$ cat src/rtl/mem_arbiter.sv
// Round-robin arbiter sharing one memory port between instruction fetch and data access.
// Zero-wait access is 2 cycles to ack; a stuck memory is aborted after TIMEOUT cycles and flagged in err_o.
module mem_arbiter #(
  parameter int DW      = 32,
  parameter int TIMEOUT = 15
) (
  input  logic          clk,
  input  logic          rst_n,
  input  logic          if_req_i,
  input  logic [DW-1:0] if_addr_i,
  output logic [DW-1:0] if_rdata_o,
  output logic          if_ack_o,
  input  logic          d_req_i,
  input  logic          d_we_i,
  input  logic [DW-1:0] d_addr_i,
  input  logic [DW-1:0] d_wdata_i,
  input  logic [1:0]    d_memtype_i,
  output logic [DW-1:0] d_rdata_o,
  output logic          d_ack_o,
  output logic          mem_req_o,
  output logic          mem_we_o,
  output logic [DW-1:0] mem_addr_o,
  output logic [DW-1:0] mem_wdata_o,
  output logic [1:0]    mem_memtype_o,
  input  logic [DW-1:0] mem_rdata_i,
  input  logic          mem_ready_i,
  output logic          stall_o,
  output logic          err_o
);

  typedef enum logic [1:0] {IDLE, ACC_IF, ACC_D, DONE} state_t;

  localparam logic [7:0] TO_LIMIT = 8'(TIMEOUT);

  state_t        state_q, state_d;
  logic          port_q, port_d;      // 1 = data port owns the access
  logic          last_q, last_d;      // 1 = data port was granted last
  logic          we_q, we_d;
  logic [DW-1:0] addr_q, addr_d;
  logic [DW-1:0] wdata_q, wdata_d;
  logic [1:0]    memtype_q, memtype_d;
  logic [7:0]    cnt_q, cnt_d;
  logic          err_q, err_d;
  logic [DW-1:0] if_rdata_q, if_rdata_d;
  logic [DW-1:0] d_rdata_q, d_rdata_d;
  logic          gnt_d;
  logic          acc;

  always_ff @(posedge clk or negedge rst_n) begin
    if (!rst_n) begin
      state_q    <= IDLE;
      port_q     <= 1'b0;
      last_q     <= 1'b0;
      we_q       <= 1'b0;
      addr_q     <= '0;
      wdata_q    <= '0;
      memtype_q  <= 2'b00;
      cnt_q      <= 8'd0;
      err_q      <= 1'b0;
      if_rdata_q <= '0;
      d_rdata_q  <= '0;
    end else begin
      state_q    <= state_d;
      port_q     <= port_d;
      last_q     <= last_d;
      we_q       <= we_d;
      addr_q     <= addr_d;
      wdata_q    <= wdata_d;
      memtype_q  <= memtype_d;
      cnt_q      <= cnt_d;
      err_q      <= err_d;
      if_rdata_q <= if_rdata_d;
      d_rdata_q  <= d_rdata_d;
    end
  end

  always_comb begin
    state_d    = state_q;
    port_d     = port_q;
    last_d     = last_q;
    we_d       = we_q;
    addr_d     = addr_q;
    wdata_d    = wdata_q;
    memtype_d  = memtype_q;
    cnt_d      = cnt_q;
    err_d      = err_q;
    if_rdata_d = if_rdata_q;
    d_rdata_d  = d_rdata_q;
    // On contention the port that lost last time wins.
    gnt_d      = d_req_i & (~if_req_i | ~last_q);
    case (state_q)
      IDLE: begin
        if (if_req_i || d_req_i) begin
          port_d    = gnt_d;
          last_d    = gnt_d;
          we_d      = gnt_d & d_we_i;
          addr_d    = gnt_d ? d_addr_i : if_addr_i;
          wdata_d   = gnt_d ? d_wdata_i : '0;
          memtype_d = gnt_d ? d_memtype_i : 2'b10;
          cnt_d     = 8'd0;
          state_d   = gnt_d ? ACC_D : ACC_IF;
        end
      end
      ACC_IF, ACC_D: begin
        if (mem_ready_i) begin
          if (!we_q) begin
            if (port_q) d_rdata_d = mem_rdata_i;
            else        if_rdata_d = mem_rdata_i;
          end
          state_d = DONE;
        end else if (cnt_q + 8'd1 == TO_LIMIT) begin
          // Abort: reads return zero, the error stays latched until reset.
          if (!we_q) begin
            if (port_q) d_rdata_d = '0;
            else        if_rdata_d = '0;
          end
          err_d   = 1'b1;
          cnt_d   = cnt_q + 8'd1;
          state_d = DONE;
        end else begin
          cnt_d = cnt_q + 8'd1;
        end
      end
      DONE:    state_d = IDLE;
      default: state_d = IDLE;
    endcase
  end

  assign acc           = (state_q == ACC_IF) || (state_q == ACC_D);
  assign mem_req_o     = acc;
  assign mem_we_o      = acc & we_q;
  assign mem_addr_o    = addr_q;
  assign mem_wdata_o   = wdata_q;
  assign mem_memtype_o = memtype_q;
  assign if_ack_o      = (state_q == DONE) & ~port_q;
  assign d_ack_o       = (state_q == DONE) & port_q;
  assign if_rdata_o    = if_rdata_q;
  assign d_rdata_o     = d_rdata_q;
  assign err_o         = err_q;
  assign stall_o       = (if_req_i & ~if_ack_o) | (d_req_i & ~d_ack_o);

endmodule

$ cat config.mk
export PLATFORM = sky130hd
export DESIGN_NAME = mem_arbiter
export DESIGN_NICKNAME = d
export VERILOG_FILES = /design/src/rtl/mem_arbiter.sv
export SDC_FILE = /design/constraint.sdc
export NUM_CORES = 1
export LEC_CHECK = 0
export CAP_MARGIN = 20
export CORE_MARGIN = 1.5
export CORE_UTILIZATION = 37
export CTS_CLUSTER_DIAMETER = 50
export DETAILED_ROUTE_END_ITERATION = 7
export PLACE_DENSITY_LB_ADDON = 0.15
export SYNTH_ARGS = -nofsm -noshare
export SYNTH_HDL_FRONTEND = slang
export SYNTH_SLANG_ARGS = --single-unit
export TNS_END_PERCENT = 30
$ cat constraint.sdc
create_clock -name clk -period 2.15 [get_ports clk]
set_input_delay 0.3225 -clock clk [delete_from_list [all_inputs] [get_ports clk]]
set_output_delay 0.3225 -clock clk [all_outputs]
set_load 0.01 [all_outputs]
==> results of run 1 <==
## cell families (layout without fill, tap and decap cells)
group,after synthesis,count (layout)
mux,32,32
compound gates,166,166
flops,143,143
xor+xnor,1,1
fa+ha+maj,4,4
buf+inv,44,343
simple gates,69,69
## routing by layer
| layer | GRT usage [%] | part of all wire [%] | vias to the layer above |
|---|---|---|---|
| li1 | - | - | 2281 |
| met1 | 24.4 | 42 | 2307 |
| met2 | 33.6 | 48 | 212 |
| met3 | 7.64 | 8.4 | 19 |
| met4 | 6.87 | 1.5 | 0 |
| met5 | 0 | 0 | - |
## synth_stat cells (2+ instances only)
library cell  count  area [sq um]
dfrtp_1         143          3580
a22o_1           98           858
o21ai_0          46           230
nand2_1          36           135
mux2i_1          32           320
clkbuf_1         25          93.8
inv_1             9          33.8
nor2_1            7          26.3
nor2b_1           7          43.8
buf_2             5          25.0
a21oi_1           4          20.0
a31oi_1           4          25.0
ha_1              4          50.1
nand2b_1          4          25.0
and2_1            3          18.8
buf_6             3          33.8
o31ai_1           3          22.5
and4_1            2          17.5
buf_1             2          7.51
nand3_1           2          10.0
nor3b_1           2          15.0
## how the worst max path moves through the flow
stage | depth (start not counted) | slack [ns] | startpoint | endpoint
2_1_floorplan | 7 | -0.12 | cnt_q[1] | d_rdata_o[10]
3_3_place_gp | 7 | -0.1 | cnt_q[1] | d_rdata_o[28]
3_5_place_dp | 7 | -0.14 | cnt_q[0] | d_rdata_o[24]
4_1_cts | 7 | -0.13 | cnt_q[0] | d_rdata_o[23]
5_1_grt | 7 | -0.21 | cnt_q[0] | d_rdata_o[4]
6_report | 7 | -0.12 | cnt_q[0] | d_rdata_o[23]
## flip-flops by register name, indices dropped and copies added (netlist names), 2 cells and up
| name | cells |
|---|---|
| state_q | 2 |
| mem_wdata_o | 32 |
| cnt_q | 8 |
| mem_memtype_o | 2 |
| mem_addr_o | 32 |
| if_rdata_o | 32 |
| d_rdata_o | 32 |
## final cells by class
cell class | count | area (sq um)
Multi-Input combinational cell | 272 | 2050
Clock inverter | 15 | 171
Sequential cell | 143 | 3580
Fill cell | 1203 | 5660
Inverter | 9 | 33.8
Tap cell | 188 | 235
Timing Repair Buffer | 302 | 3040
Clock buffer | 17 | 425
## critical path, delay by kind of cell, from the launching register on
| kind | cells | cell delay [ns] |
|---|---|---|
| AOI/OAI and AO/OA | 3 | 0.78 |
| xor gates and xnor gates | 1 | 0.15 |
| adders and majority gates | 1 | 0.17 |
| buffers and inverters | 1 | 0.20 |
| DFF | 1 | 0.43 |
| and+or+nand+nor | 1 | 0.43 |
## through the flow
stage	cell area (sq um)	utilization, %
after global placement	8910	58.6
after floorplan	5790	-
after CTS	9540	62.7
after global routing	9540	62.8
after detailed placement	8910	58.6
final	9540	62.8
## power by group through the flow
| stage | Clock, W | Combinational [W] | Sequential (W) |
|---|---|---|---|
| 5_1_grt | 0.00317 | 0.00683 | 0.00481 |
| 6_report | 0.00298 | 0.00633 | 0.00468 |
| 2_1_floorplan | 0 | 0.00227 | 0.00514 |
| 3_3_place_gp | 0 | 0.00621 | 0.00467 |
| 3_5_place_dp | 0 | 0.00634 | 0.00467 |
| 4_1_cts | 0.00304 | 0.00641 | 0.00468 |
## repair_timing
| item | CTS | global route |
|---|---|---|
| pin swaps | 3 | 2 |
| endpoints found under the setup margin | 67 | 66 |
| hold buffers | 1 | 0 |
| hold endpoints to repair | 55 | 0 |
| gates resized for setup | 6 | 1 |
| buffers inserted | 1 | 0 |
==> summary.txt, run 1 <==
Outcome
  – Status: finished, violations left
  – Failing checks: negative setup slack

Placed design
  – Post-detail-place hpwl: ~12000 um
  – # port buffers: approximately 270
  – Cells after DPL: 912
  – Post-place setup slack: -0.142 ns
  – GP Congestion: around 0.79

Detailed routing
  – Drt first pass iters: 4
  – DRT iter0 DRCs: ~190
  – Vias: 4819
  – Routed WL: roughly 17000 um
  – Via density: between 5 and 6
  – Antenna viol nets, final: 0
  – Detailed-route wire length per cell: approximately 17 um
  – # DRC: 0

Logic synthesis
  – Cells after Synth: 459
  – Fraction of registers with async set/reset: 100%
  – Compound-Gate Fraction of Synth Area: between 20 and 25%
  – Yosys reg bits: roughly 140
  – Library cells used by synthesis: 39
  – Multiplexer share of the synthesized area: 5.55%
  – Main synth FF type: dfrtp_1
  – Post-synth EDFFs: 0
  – Synthesized area per cell: approximately 13 sq um
  – Simple-gate portion of the synthesized area: under 10%
  – Synth Warn #: 0
  – Syn nets: ~600
  – Synth Cell Area: between 5000 and 6000 sq um
  – Largest family of logic cells by synthesized area: compound AO/OA/AOI/OAI gates
  – XOR/XNOR share of the synthesized area: less than 1%
  – Adder-cell area share of the yosys netlist: less than 1%
  – Sequential element share of the synthesized area: roughly 62%

STA
  – Final worst slack: -0.117 ns
  – Endpoints failing setup: 63
  – Max_slew headroom: about two thirds
  – Final Hold Viols: 0
  – Minimum clock period: between 2 and 2.5 ns
  – Final Skew: ~0.0088 ns
  – Slew @ Worst Pin: 0.521 ns
  – Minimum hold slack: 0.435 ns
  – Max Slew Vio Count: 0
  – Fmax: 441 MHz
  – Final period utilization: 105%
  – Post-route setup TNS: -3.32 ns
  – RSZ-0062 raised after global routing: true

Floorplan
  – Die ar.: about 16000 sq um
  – Starting Density: between 30 and 40%
  – Top Ports: 272
  – Core ar.: about 15000 sq um
  – Die width: ~130 um
  – Die height: roughly 130 um
  – FP Rows: 45

Finish
  – Most common cell after layout, fill and taps aside: clkdlybuf4s50_1
  – Most frequent cells in the layout: 268 x clkdlybuf4s50_1, 141 x dfrtp_1, 98 x a22o_1
  – Fin nets: 885
  – Non-filler cells, final: between 900 and 1k
  – Area delta synth->final: 65.2%
  – Share of layout cells above drive strength 1: between 10% and 20%
  – Diodes inserted: 0

Setup path
  – Crit. End Element: flop
  – Critical Path Start Type: flop
  – Crit path kind: flop to flop
  – CP peak stage delay: 0.43 ns
  – R2R cell count: 7
  – Cell breakdown of the critical path: ha_4 -> xor2_1 -> or4_4 -> a221oi_4 -> o2111ai_4 -> buf_12 -> a22o_1
  – Crit-path max FO: 20
  – Worst Path Required: 2.44 ns
  – Worst r2r dst: d_rdata_o[23]
  – Critical R2R Launch: cnt_q[0]
  – Worst endpoint data arrival time: between 2 and 3 ns
  – Worst R2R Setup Slack: -0.12 ns
  – Slowest CP cell: dfrtp_2

Power and ir drop
  – P_int: 0.00934 W
  – Switching part of the total: 33.3%
  – Logic pwr share: a little under half
  – Psw: 0.00465 W
  – Sequential power share: 33.4%
  – Max rail drop VDD: ~0.64 mV
  – Leakage: between 4 and 5 nW
  – Clock share of power: 21.3%
  – Total power: approximately 0.014 W
  – PwrDens: between 1000 and 1500 nW/um^2

Clocking
  – CTS tree: done
  – CTS Buffer Depth: 2
  – CTS Buf Count: 17
  – Clock net sink count: 143
  – H-tree depth: 4
  – Clk_lat worst skew: about 0.42 ns
  – Clk slew on worst S/H paths: around 0.060 ns
  – CTS Root Cell: clkbuf_16

Global route
  – Vias in the first global route: 4908
  – GRT Total Usage: just over 20%
  – First-pass GRT wire length: approximately 26000 um
  – Largest net degree at the start of global routing: 73
  – Antenna violations before repair: 0
  – Grt total ovfl: 0

Min path
  – Worst Hold Class: input pin to asynchronous set/reset pin

Job
  – Max Cap Viol: 0
No activity file was read; power rests on OpenSTA's default activity.
==> run 2, diff against run 1 <==
- PLACE_DENSITY: default -> 0.76
- PLACE_DENSITY_LB_ADDON: 0.15 -> default
==> summary.txt, run 2 (synthesis gave the netlist of run 1 again) <==
Power and ir drop
  – Total power: 0.0142 W (+1.4%)
  – PwrDens: 1470 nW/um^2 (+0.33%)
  – Leakage: 4.33 nW (+1.6%)
  – Max rail drop VDD: 0.642 mV (-0.11%)

STA
  – Max_slew headroom: 67.1% (+1.9 points)
  – Final period utilization: 108% (+2.4 points)
  – Fmax: 431 MHz (-2.2%)
  – Minimum clock period: 2.32 ns (+0.0514 ns)
  – Final worst slack: -0.169 ns (-0.0514 ns)
  – Final Skew: 0.0137 ns (+0.00489 ns)
  – Max Slew Vio Count: 0 (unchanged)
  – Final Hold Viols: 0 (unchanged)
  – Endpoints failing setup: 64 (+1.6%)
  – Slew @ Worst Pin: 0.493 ns (-0.0280 ns)
  – Minimum hold slack: 0.425 ns (-0.00952 ns)
  – RSZ-0062 raised after global routing: true

Detailed routing
  – Routed WL: 16800 um (+1.7%)
  – DRT iter0 DRCs: 195 (+2.1%)
  – Detailed-route wire length per cell: 17.7 um (+1.6%)
  – Drt first pass iters: 4 (unchanged)
  – Vias: 4943 (+2.6%)
  – Via density: 5.22 (+2.5%)
  – Antenna viol nets, final: 0 (unchanged)
  – # DRC: 0 (unchanged)

Placed design
  – GP Congestion: 0.753 (-4.1%)
  – # port buffers: 271 (unchanged)
  – Post-detail-place hpwl: 12000 um (+0.45%)
  – Post-place setup slack: -0.160 ns (-0.0175 ns)

Global route
  – Antenna violations before repair: 0 (unchanged)
  – First-pass GRT wire length: 26400 um (+3.1%)
  – Largest net degree at the start of global routing: 65 (-11%)
  – Grt total ovfl: 0 (unchanged)
  – Vias in the first global route: 5115 (+4.2%)
  – GRT Total Usage: 20.9% (+0.63 points)

Floorplan
  – FP Rows: 45 (unchanged)
  – Starting Density: 38.0% (unchanged)
  – Die width: 128 um (unchanged)
  – Top Ports: 272 (unchanged)
  – Core ar.: 15200 sq um (unchanged)
  – Die height: 128 um (unchanged)
  – Die ar.: 16400 sq um (unchanged)

Clocking
  – Clk_lat worst skew: 0.42 ns (about the same)
  – H-tree depth: 4 (unchanged)
  – CTS Root Cell: clkbuf_16
  – CTS Buffer Depth: 2 (unchanged)
  – Clock net sink count: 143 (unchanged)
  – Clk slew on worst S/H paths: 0.06 ns (about the same)
  – CTS tree: done
  – CTS Buf Count: 17 (unchanged)

Finish
  – Most common cell after layout, fill and taps aside: clkdlybuf4s50_1
  – Area delta synth->final: 66.9%
  – Share of layout cells above drive strength 1: 10.4% (+0.25 points)
  – Most frequent cells in the layout: 266 x clkdlybuf4s50_1, 141 x dfrtp_1, 98 x a22o_1
  – Diodes inserted: 0 (unchanged)
  – Fin nets: 887 (+0.23%)
  – Final Util: 63.4% (+0.65 points)
  – Fill cells: 1126 (-6.4%)

Setup path
  – Worst Path Required: 2.46 ns (+0.02 ns)
  – Crit-path max FO: 6 (-70%)
  – Crit. End Element: flop
  – Worst endpoint data arrival time: 2.63 ns (+0.07 ns)
  – Crit path kind: flop to flop
  – Critical Path Start Type: flop

Outcome
  – Failing checks: negative setup slack
  – Status: finished, violations left

Min path
  – Worst Hold Class: input pin to asynchronous set/reset pin

Job
  – Max Cap Viol: 0 (unchanged)
-- run 2: per-layer routing --
metal	routed length, um	share of wire, %	global-route usage, %
met4	457	2.7	10.0
met5	0	0	0
met3	1290	7.7	6.47
met2	8200	49	34.5
met1	6860	41	25.0
-- run 2: worst max-delay path: stages, from the launching register on --
cell	delay, ns
dfrtp_2	0.42
ha_4	0.16
xor2_1	0.15
or4_4	0.43
a221oi_4	0.32
buf_4	0.17
o21ai_4	0.08
bufbuf_16	0.30
a22o_1	0.17
-- run 2: cell type report --
cell class / count / area [sq um] / share of cell area (%)
timing repair buffer: 304 / 3120 / 32.4
clock buffer: 17 / 425 / 4.41
inverter: 9 / 33.8 / 0.350
tap: 188 / 235 / 2.44
sequential: 143 / 3580 / 37.1
clock inverter: 14 / 178 / 1.84
multi-input combinational: 272 / 2060 / 21.4
-- run 2: path summary, 6_finish.rpt --
check                                    start               end  slack, ns  cells past startpoint
worst min-delay path                     rst_n     d_rdata_o[10]       0.43                      2
worst max register to register        cnt_q[0]    if_rdata_o[29]      -0.17                      8
max in group asynchronous                rst_n    mem_wdata_o[8]       1.08                      3
min in group clk                d_memtype_i[1]  mem_memtype_o[1]       0.43                      3
worst min register to register   mem_addr_o[6]     mem_addr_o[6]       0.48                      2
worst max-delay path                  cnt_q[0]    if_rdata_o[29]      -0.17                      8
-- run 2: where the power goes --
part | leakage, nW | internal (W) | switching [W]
Sequential | 1.81 | 0.00393 | 0.000772
Clock | 0.295 | 0.00184 | 0.00119
Combinational | 2.23 | 0.00375 | 0.00270
Total | 4.33 | 0.00952 | 0.00466
-- run 2: what timing repair did --
| action | CTS | global route |
|---|---|---|
| setup endpoints to repair | 67 | 68 |
| pin swaps | 1 | 1 |
| hold buffers | 1 | 0 |
| endpoints found under the hold margin | 50 | 0 |
| gates resized for setup | 5 | 6 |
| cloned | 1 | 0 |
| buffers inserted | 2 | 0 |
-- run 2: metrics by stage --
stage	TNS [ns]	instance area [sq um]	cells
finish	-6.85	9640	947
global route	-11.88	9640	947
CTS	-5.49	9620	947
detailed placement	-7.88	8940	912
global placement	-5.33	8940	912
floorplan	-4.52	5790	459
